$ cat src/rtl/pipe_ctrl_if.sv
// pipe_ctrl_if: hazard request / redirect / status bundle between the pipeline and pipe_ctrl.
// master = pipeline side (drives requests), slave = pipe_ctrl side (drives controls).
`ifndef StallBus
`define StallBus 6:0
`endif

interface pipe_ctrl_if;
    logic              stallreq_if;
    logic              stallreq_id;
    logic              stallreq_ex;
    logic              stallreq_mem;
    logic              br_e;
    logic [31:0]       br_target;
    logic [`StallBus]  stall;
    logic              flush;
    logic              redirect_valid;
    logic [31:0]       redirect_pc;
    logic              wdt_err;
    logic [31:0]       perf_ld_cnt;
    logic [31:0]       perf_ex_cnt;
    logic [31:0]       perf_mem_cnt;
    logic [31:0]       perf_br_cnt;

    modport master (
        output stallreq_if, stallreq_id, stallreq_ex, stallreq_mem, br_e, br_target,
        input  stall, flush, redirect_valid, redirect_pc, wdt_err,
        input  perf_ld_cnt, perf_ex_cnt, perf_mem_cnt, perf_br_cnt
    );

    modport slave (
        input  stallreq_if, stallreq_id, stallreq_ex, stallreq_mem, br_e, br_target,
        output stall, flush, redirect_valid, redirect_pc, wdt_err,
        output perf_ld_cnt, perf_ex_cnt, perf_mem_cnt, perf_br_cnt
    );
endinterface

$ cat src/rtl/pipe_ctrl.sv
// pipe_ctrl: priority stall generation, deferred branch redirect and sticky stall watchdog.
// Define PIPE_CTRL_PERF_EN to build the four performance counters (outputs tie to 0 otherwise).
`ifndef StallBus
`define StallBus 6:0
`endif

module pipe_ctrl #(
    parameter int unsigned WDT_LIMIT = 1024
) (
    input  logic       clk,
    input  logic       rst,
    pipe_ctrl_if.slave bus
);
    localparam int unsigned CNT_W = (WDT_LIMIT < 1) ? 1 : $clog2(WDT_LIMIT + 1);
    localparam logic [CNT_W-1:0] CNT_LIMIT = CNT_W'(WDT_LIMIT);

    logic [`StallBus]  stall;
    logic              stall_pc;

    logic              pend_v_q,    pend_v_d;
    logic [31:0]       pend_pc_q,   pend_pc_d;
    logic [CNT_W-1:0]  stall_cnt_q, stall_cnt_d;
    logic              wdt_err_q,   wdt_err_d;

    // Highest stage wins; each request holds its own stage and everything upstream.
    always_comb begin
        stall = '0;
        if (bus.stallreq_mem) begin
            stall = 7'h7F;
        end else if (bus.stallreq_ex) begin
            stall = 7'h1F;
        end else if (bus.stallreq_id) begin
            stall = 7'h0F;
        end else if (bus.stallreq_if) begin
            stall = 7'h03;
        end
    end

    assign stall_pc = stall[0];

    always_comb begin
        pend_v_d  = pend_v_q;
        pend_pc_d = pend_pc_q;
        if (bus.br_e) begin
            if (stall_pc) begin
                pend_v_d  = 1'b1;
                pend_pc_d = bus.br_target;
            end else begin
                pend_v_d  = 1'b0;
            end
        end else if (pend_v_q && !stall_pc) begin
            pend_v_d = 1'b0;
        end
    end

    always_comb begin
        stall_cnt_d = '0;
        if (stall_pc) begin
            stall_cnt_d = (stall_cnt_q == CNT_LIMIT) ? stall_cnt_q : stall_cnt_q + 1'b1;
        end
        wdt_err_d = wdt_err_q | (stall_cnt_d == CNT_LIMIT);
    end

    always_ff @(posedge clk) begin
        if (rst) begin
            pend_v_q    <= 1'b0;
            pend_pc_q   <= '0;
            stall_cnt_q <= '0;
            wdt_err_q   <= 1'b0;
        end else begin
            pend_v_q    <= pend_v_d;
            pend_pc_q   <= pend_pc_d;
            stall_cnt_q <= stall_cnt_d;
            wdt_err_q   <= wdt_err_d;
        end
    end

    assign bus.stall          = stall;
    assign bus.redirect_valid = bus.br_e | pend_v_q;
    assign bus.flush          = bus.br_e | pend_v_q;
    assign bus.redirect_pc    = bus.br_e ? bus.br_target : pend_pc_q;
    assign bus.wdt_err        = wdt_err_q;

`ifdef PIPE_CTRL_PERF_EN
    logic [31:0] perf_ld_q,  perf_ld_d;
    logic [31:0] perf_ex_q,  perf_ex_d;
    logic [31:0] perf_mem_q, perf_mem_d;
    logic [31:0] perf_br_q,  perf_br_d;

    always_comb begin
        perf_ld_d  = perf_ld_q  + {31'd0, (stall == 7'h0F)};
        perf_ex_d  = perf_ex_q  + {31'd0, (stall == 7'h1F)};
        perf_mem_d = perf_mem_q + {31'd0, (stall == 7'h7F)};
        perf_br_d  = perf_br_q  + {31'd0, bus.br_e};
    end

    always_ff @(posedge clk) begin
        if (rst) begin
            perf_ld_q  <= '0;
            perf_ex_q  <= '0;
            perf_mem_q <= '0;
            perf_br_q  <= '0;
        end else begin
            perf_ld_q  <= perf_ld_d;
            perf_ex_q  <= perf_ex_d;
            perf_mem_q <= perf_mem_d;
            perf_br_q  <= perf_br_d;
        end
    end

    assign bus.perf_ld_cnt  = perf_ld_q;
    assign bus.perf_ex_cnt  = perf_ex_q;
    assign bus.perf_mem_cnt = perf_mem_q;
    assign bus.perf_br_cnt  = perf_br_q;
`else
    assign bus.perf_ld_cnt  = '0;
    assign bus.perf_ex_cnt  = '0;
    assign bus.perf_mem_cnt = '0;
    assign bus.perf_br_cnt  = '0;
`endif

endmodule

$ cat src/flat_wrapper.sv
// flat-port wrapper written by rule: the top's interface ports become plain ports
module pipe_ctrl_flat 
#(
    parameter int unsigned WDT_LIMIT = 1024
)
  (clk, rst, bus_stallreq_if, bus_stallreq_id, bus_stallreq_ex, bus_stallreq_mem, bus_br_e, bus_br_target, bus_stall, bus_flush, bus_redirect_valid, bus_redirect_pc, bus_wdt_err, bus_perf_ld_cnt, bus_perf_ex_cnt, bus_perf_mem_cnt, bus_perf_br_cnt);
  pipe_ctrl_if bus_i ();
  input  logic clk;
  input  logic rst;
  input wire logic [$bits(bus_i.stallreq_if)-1:0] bus_stallreq_if;
  input wire logic [$bits(bus_i.stallreq_id)-1:0] bus_stallreq_id;
  input wire logic [$bits(bus_i.stallreq_ex)-1:0] bus_stallreq_ex;
  input wire logic [$bits(bus_i.stallreq_mem)-1:0] bus_stallreq_mem;
  input wire logic [$bits(bus_i.br_e)-1:0] bus_br_e;
  input wire logic [$bits(bus_i.br_target)-1:0] bus_br_target;
  output wire logic [$bits(bus_i.stall)-1:0] bus_stall;
  output wire logic [$bits(bus_i.flush)-1:0] bus_flush;
  output wire logic [$bits(bus_i.redirect_valid)-1:0] bus_redirect_valid;
  output wire logic [$bits(bus_i.redirect_pc)-1:0] bus_redirect_pc;
  output wire logic [$bits(bus_i.wdt_err)-1:0] bus_wdt_err;
  output wire logic [$bits(bus_i.perf_ld_cnt)-1:0] bus_perf_ld_cnt;
  output wire logic [$bits(bus_i.perf_ex_cnt)-1:0] bus_perf_ex_cnt;
  output wire logic [$bits(bus_i.perf_mem_cnt)-1:0] bus_perf_mem_cnt;
  output wire logic [$bits(bus_i.perf_br_cnt)-1:0] bus_perf_br_cnt;
  assign bus_i.stallreq_if = bus_stallreq_if;
  assign bus_i.stallreq_id = bus_stallreq_id;
  assign bus_i.stallreq_ex = bus_stallreq_ex;
  assign bus_i.stallreq_mem = bus_stallreq_mem;
  assign bus_i.br_e = bus_br_e;
  assign bus_i.br_target = bus_br_target;
  assign bus_stall = bus_i.stall;
  assign bus_flush = bus_i.flush;
  assign bus_redirect_valid = bus_i.redirect_valid;
  assign bus_redirect_pc = bus_i.redirect_pc;
  assign bus_wdt_err = bus_i.wdt_err;
  assign bus_perf_ld_cnt = bus_i.perf_ld_cnt;
  assign bus_perf_ex_cnt = bus_i.perf_ex_cnt;
  assign bus_perf_mem_cnt = bus_i.perf_mem_cnt;
  assign bus_perf_br_cnt = bus_i.perf_br_cnt;
  pipe_ctrl #(.WDT_LIMIT(WDT_LIMIT)) u_core (.clk(clk), .rst(rst), .bus(bus_i));
endmodule
$ cat config.mk
export PLATFORM = sky130hd
export DESIGN_NAME = pipe_ctrl_flat
export DESIGN_NICKNAME = d
export VERILOG_FILES = /design/src/rtl/pipe_ctrl_if.sv /design/src/rtl/pipe_ctrl.sv /design/src/flat_wrapper.sv
export SDC_FILE = /design/constraint.sdc
export NUM_CORES = 1
export LEC_CHECK = 0
export ABC_CLOCK_PERIOD_IN_PS = 1900
export BUFFER_PORTS_ARGS = -buffer_cell sky130_fd_sc_hd__buf_2
export CAP_MARGIN = 20
export CORE_MARGIN = 2
export CORE_UTILIZATION = 39
export DETAILED_ROUTE_END_ITERATION = 12
export GPL_ROUTABILITY_DRIVEN = 0
export PLACE_DENSITY = 0.75
export SYNTH_ARGS = -nofsm -noshare
export SYNTH_HDL_FRONTEND = slang
export SYNTH_SLANG_ARGS = --single-unit
$ cat constraint.sdc
create_clock -name clk -period 1.9 [get_ports clk]
set_input_delay 0.285 -clock clk [delete_from_list [all_inputs] [get_ports clk]]
set_output_delay 0.285 -clock clk [all_outputs]
set_load 0.1 [all_outputs]
==> results of run 1 <==
[power breakdown]
group | leakage, nW | internal, mW | total (mW) | switching, mW
Combinational | 1.33 | 0.264 | 2.01 | 1.75
Clock | 0.0681 | 0.523 | 0.855 | 0.332
Sequential | 0.370 | 0.989 | 1.02 | 0.0264
Total | 1.76 | 1.78 | 3.88 | 2.10
[worst reg2reg max path: stages, from the launching register on]
cell and delay [ns]:
dfxtp_2 0.37, ha_1 0.20, nand3_2 0.08, or3_1 0.34
a41o_1 0.25, a31o_1 0.21, a32o_1 0.21
[layout make-up]
class / count / area share
flip-flops and latches: 45 / 0.250
clock inverters: 3 / 0.0180
multi-input cells: 324 / 0.475
well taps: 105 / 0.0364
repair buffers: 91 / 0.196
inverters: 5 / 0.00589
clock buffers: 5 / 0.0191
[logic make-up after synthesis]
| family | count (synthesis) | share of synthesized area |
|---|---|---|
| simple gates | 108 | 0.156 |
| buf+inv | 157 | 0.343 |
| fa+ha+maj | 2 | 0.00775 |
| flops | 45 | 0.279 |
| xor+xnor | 7 | 0.0190 |
| mux | 33 | 0.115 |
| other cells | 1 | 0.00116 |
| compound gates | 46 | 0.0795 |
[flip-flops by register name, summed over array words and instances, names as in the netlist]
register and count:
u_core.bus.wdt_err 1, u_core.pend_pc_q 32, u_core.pend_v_q 1, u_core.stall_cnt_q 11
[stage by stage]
step / util / cells / area [µm²]
after global placement: 0.426 / 570 / 3460
final: 0.444 / 578 / 3610
after global routing: 0.444 / 578 / 3610
after detailed placement: 0.426 / 570 / 3460
after floorplan: - / 526 / 3710
after CTS: 0.442 / 578 / 3600
[per-layer routing]
metal | wire length [µm] | GRT usage | vias up
met5 | 0 | 0 | -
met4 | 97 | 0.0580 | 0
met3 | 530 | 0.0335 | 9
met2 | 3270 | 0.238 | 139
met1 | 2420 | 0.156 | 1123
li1 | - | - | 1178
[worst paths after layout]
path / endpoint / slack [ns] / from
setup / recovery: u_core.bus.wdt_err / 0.13 / u_core.stall_cnt_q[0]
hold / removal: u_core.pend_pc_q[1] / 0.23 / bus_br_target[1]
setup reg to reg: u_core.bus.wdt_err / 0.13 / u_core.stall_cnt_q[0]
hold reg to reg: u_core.pend_pc_q[17] / 0.45 / u_core.pend_pc_q[17]
[cell usage after synthesis, types with 2 or more instances]
cell type,number,area [µm²]
and2_1,2,12.5
buf_4,133,998
nand3_1,5,25.0
or2_2,2,12.5
dfxtp_1,45,901
or3_1,3,18.8
buf_2,8,40.0
and3_1,3,18.8
ha_1,2,25.0
o21ai_0,3,15.0
inv_1,4,15.0
a21oi_1,38,190
clkbuf_1,8,30.0
nand3_2,2,20.0
nor4b_2,2,30.0
xnor2_1,4,35.0
nor2_1,12,45.0
nand4_1,3,18.8
mux2_2,32,360
nand2_1,68,255
xor2_1,3,26.3
==> results_dict.tcl, run 1 <==
set metrics [dict create \
    status "complete, no violations" \
    drv_cap 0 \
    ios 209 \
    die_w_um 95.0 \
    grt.overflow.total 0 \
    ys_ff_latch 45 \
    cp_data_required_time_ns 2.09 \
    ys_async_sr_fraction 0 \
    vias 2449 \
    syn-instance-count 399 \
    worst-path-stages 6 \
    clk_path_buf_depth 2 \
    timing.fmax_mhz 566 \
    first_global_vias 2129 \
    drt-wirelength-per-cell_um 10.9 \
    drive_above_1_share 0.304 \
    hold_depth 3 \
    wl_mm 6.32 \
    layout_commonest_cell "conb_1" \
    finalClockSkew_ns 0.00270 \
    synth_edf_count 0 \
    start_util 0.397 \
    multiInputGateArea_um2 1710 \
    synth.distinct_cells 38 \
    clk_latency_ns 0.29 \
    vias_per_cell 4.24 \
    period_needed_ns 1.77 \
    register_area_um2 903 \
    die_h_um 95.0 \
    preCtsSetupSlack_ns 0.0975 \
    slowest_delay_ns 0.37 \
    arrival_ns 1.96 \
    crit_fanout 5 \
    finalNetCount 513 \
    n_fill_cell 815 \
    dr.pass1.iters 5 \
    drtAntennaViolNets 0 \
    setup_violations 0 \
    path_delay_family "compound AO/OA/AOI/OAI gates" \
    syn_area_um2 3230 \
    dominantRegCellSynth "dfxtp_1" \
    cts_hold_buf 0 \
    layout_common_cells "conb_1 (128), nand2_1 (68), buf_2 (66)" \
    grt_pass1_wl_mm 9.65 \
    ir_drop_uv 497 \
    layout_setup_ws_ns 0.133 \
    crit_type "reg2reg" \
    leakagePower_nw 1.76 \
    antenna_found_initial 0 \
    cts-resized-gates 0 \
    p_per_area_nw_per_um2 1080 \
    path_buf_inv 0 \
    grt_max_degree 36 \
    portBuffers 80 \
    clk_pin_slew_ns 0.09 \
    hold_viol 0 \
    yosysWarnings 0 \
    dp_hpwl_mm 5.02 \
    finalSetupTns_ns 0 \
    grtUsageTotal 0.136 \
    ys_seq_area_frac 0.279 \
    worstHoldPathType "in2reg" \
    area_delta_synth_final_pct 11.8 \
    startpoint_type "flip-flop" \
    rows 33 \
    die-area_um2 9020 \
    cts_setup_buffers 0 \
    fp.coreArea_um2 8130 \
    synth_area_per_cell_um2 8.09 \
    slowest_stage "dfxtp_2" \
    cts_root_buffer "clkbuf_8" \
    drt_iter0_markers 82 \
    worstPathCellList "ha_1 > nand3_2 > or3_1 > a41o_1 > a31o_1 > a32o_1" \
    hold-worst-slack_ns 0.226 \
    antennaDiodeCount 0 \
    clock-sinks 45 \
    cts_buffers 5 \
    cts_tree "yes" \
    drc_errors 0 \
    ff2ff_path_depth 6 \
    finalCritPeriodShare 0.930 \
    report.final.slew_viol_count 0 \
    p_total_mw 3.88 \
    end_kind "flip-flop" \
    htreeDepth 2 \
    rsz0062_at_grt "no" \
]
Note: power is estimated with default switching activity, not from simulation.
==> run 2: changes to the inputs <==
Settings changed: BUFFER_PORTS_ARGS -buffer_cell sky130_fd_sc_hd__buf_2 to -buffer_cell sky130_fd_sc_hd__buf_4.
==> run 2 against run 1 <==
  * Power shrank 3.6%
  * Cell count shrank 0.17%
  * Hold slack better by 0.016 ns
  * Non-clock buffer count is 1 lower
  * Via count rose by 0.98%
  * Die area unchanged
  * Wire length grew 1.7%
  * Clock skew is 0.0014 ns lower
  * Design area shrank 1.4%
  * Sequential power about the same
  * Sequential share of layout area grew 0.31 points
  * Critical endpoint unchanged
==> results_dict.tcl, run 2 (synthesized netlist as in run 1, its figures left out) <==
set metrics [dict create \
    grtUsageTotal 0.134 \
    p_sw_frac 0.556 \
    ios 209 \
    finalCritPeriodShare 0.943 \
    pwr-share-seq 0.272 \
    largest_reg_flops 32 \
    drt-wirelength-per-cell_um 11.1 \
    hold_viol 0 \
    leakagePower_nw 1.74 \
    slowest_delay_ns 0.39 \
    dr.pass1.iters 4 \
    vias_per_cell 4.29 \
    vias 2473 \
    grt_max_degree 36 \
    finalClockSkew_ns 0.00128 \
    die-area_um2 9020 \
    arrival_ns 1.98 \
    path_delay_family "compound AO/OA/AOI/OAI gates" \
    clock-sinks 45 \
    grt_pass1_wl_mm 9.47 \
    p_switching_mw 2.08 \
    cts_setup_buffers 0 \
    slowest_stage "dfxtp_1" \
    finalSetupTns_ns 0 \
    cp_data_required_time_ns 2.08 \
    preCtsSetupSlack_ns 0.101 \
    layout_setup_ws_ns 0.108 \
    drt_iter0_markers 74 \
    combPwrFrac 0.529 \
    crit_fanout 4 \
    clk_latency_ns 0.28 \
    intPower_mw 1.66 \
    regMostFlops "u_core.pend_pc_q" \
    timing.fmax_mhz 558 \
    htreeDepth 2 \
    layout_commonest_cell "conb_1" \
    first_global_vias 2092 \
    fp.coreArea_um2 8130 \
    drc_errors 0 \
    worst-path-stages 6 \
    drv_cap 0 \
    rsz0062_at_grt "no" \
    die_h_um 95.0 \
    status "complete, no violations" \
    cts_root_buffer "clkbuf_8" \
    rows 33 \
    wl_mm 6.43 \
    worstPathCellList "ha_1 > nand3_2 > or3_1 > a41o_1 > a31o_1 > a32o_1" \
    grt.overflow.total 0 \
    start_util 0.397 \
    portBuffers 80 \
    p_per_area_nw_per_um2 1050 \
    hold_depth 3 \
    report.final.slew_viol_count 0 \
    cts_buffers 5 \
    setup_violations 0 \
    end_kind "flip-flop" \
    clk_pin_slew_ns 0.09 \
    layout_common_cells "conb_1 (128), buf_4 (90), nand2_1 (68)" \
    dp_hpwl_mm 5.06 \
    clock_power_share 0.199 \
    reg.largest.list "u_core.pend_pc_q (32), u_core.stall_cnt_q (11)" \
    crit_type "reg2reg" \
    finalNetCount 512 \
    path_buf_inv 0 \
    drtAntennaViolNets 0 \
    ff2ff_path_depth 6 \
    ir_drop_uv 450 \
    worstHoldPathType "in2reg" \
    clk_path_buf_depth 2 \
    antenna_found_initial 0 \
    antennaDiodeCount 0 \
    period_needed_ns 1.79 \
    area_delta_synth_final_pct 10.3 \
    p_total_mw 3.74 \
    die_w_um 95.0 \
    cts_tree "yes" \
    startpoint_type "flip-flop" \
    drive_above_1_share 0.299 \
]
-- run 2: changes by cell type in the layout (fill, tap and decap cells not counted), sizes merged --
| cell | delta |
|---|---|
| clkinv | -1 |
| bufinv | -1 |
| clkbuf | +2 |
| buf | -1 |
-- run 2: what timing repair did --
action	in CTS	in global routing
hold buffers	0	0
resized for setup	0	2
endpoints found under the hold margin	0	0
endpoints found under the setup margin	0	1
-- run 2: area by class of cell --
type,count,area [µm²]
repair buffers,90,676
clock buffers,7,86.3
well taps,105,131
clock inverters,1,30.0
flip-flops and latches,45,902
inverters,5,21.3
fillers,798,4570
multi-input cells,324,1710
-- run 2: through the flow --
stage	hold slack, ns	cells	util	cell area (µm²)
floorplan	0.421	526	-	3710
global placement	0.439	569	0.422	3430
detailed placement	0.448	569	0.422	3430
CTS	0.233	577	0.436	3550
global route	0.225	577	0.438	3560
finish	0.242	577	0.438	3560
-- run 2: metal layers --
metal  GRT usage  vias up  share of wire
li1            -     1179              -
met3      0.0295       18          0.077
met2       0.226      151           0.50
met4      0.0797        0          0.038
met1       0.154     1125           0.38
met5           0        -              0
-- run 2: worst reg2reg max path: stages (launching register included) --
cell     delay (ns)
dfxtp_1        0.39
ha_1           0.21
nand3_2        0.08
or3_1          0.35
a41o_1         0.25
a31o_1         0.21
a32o_1         0.21
-- run 2: path summary, 6_finish.rpt --
path | endpoint | startpoint | slack [ns]
max reg2reg | u_core.bus.wdt_err | u_core.stall_cnt_q[1] | 0.11
max | u_core.bus.wdt_err | u_core.stall_cnt_q[1] | 0.11
min reg2reg | u_core.pend_pc_q[14] | u_core.pend_pc_q[14] | 0.45
min | u_core.pend_pc_q[14] | bus_br_target[14] | 0.24
-- run 2: power by group through the flow --
stage | Sequential, mW | Clock, mW | Combinational (mW)
finish | 1.02 | 0.744 | 1.98
global route | 1.02 | 0.816 | 2.04
CTS | 1.02 | 0.772 | 1.98
detailed placement | 1.04 | 0 | 1.97
global placement | 1.03 | 0 | 1.96
floorplan | 1.03 | 0 | 1.98
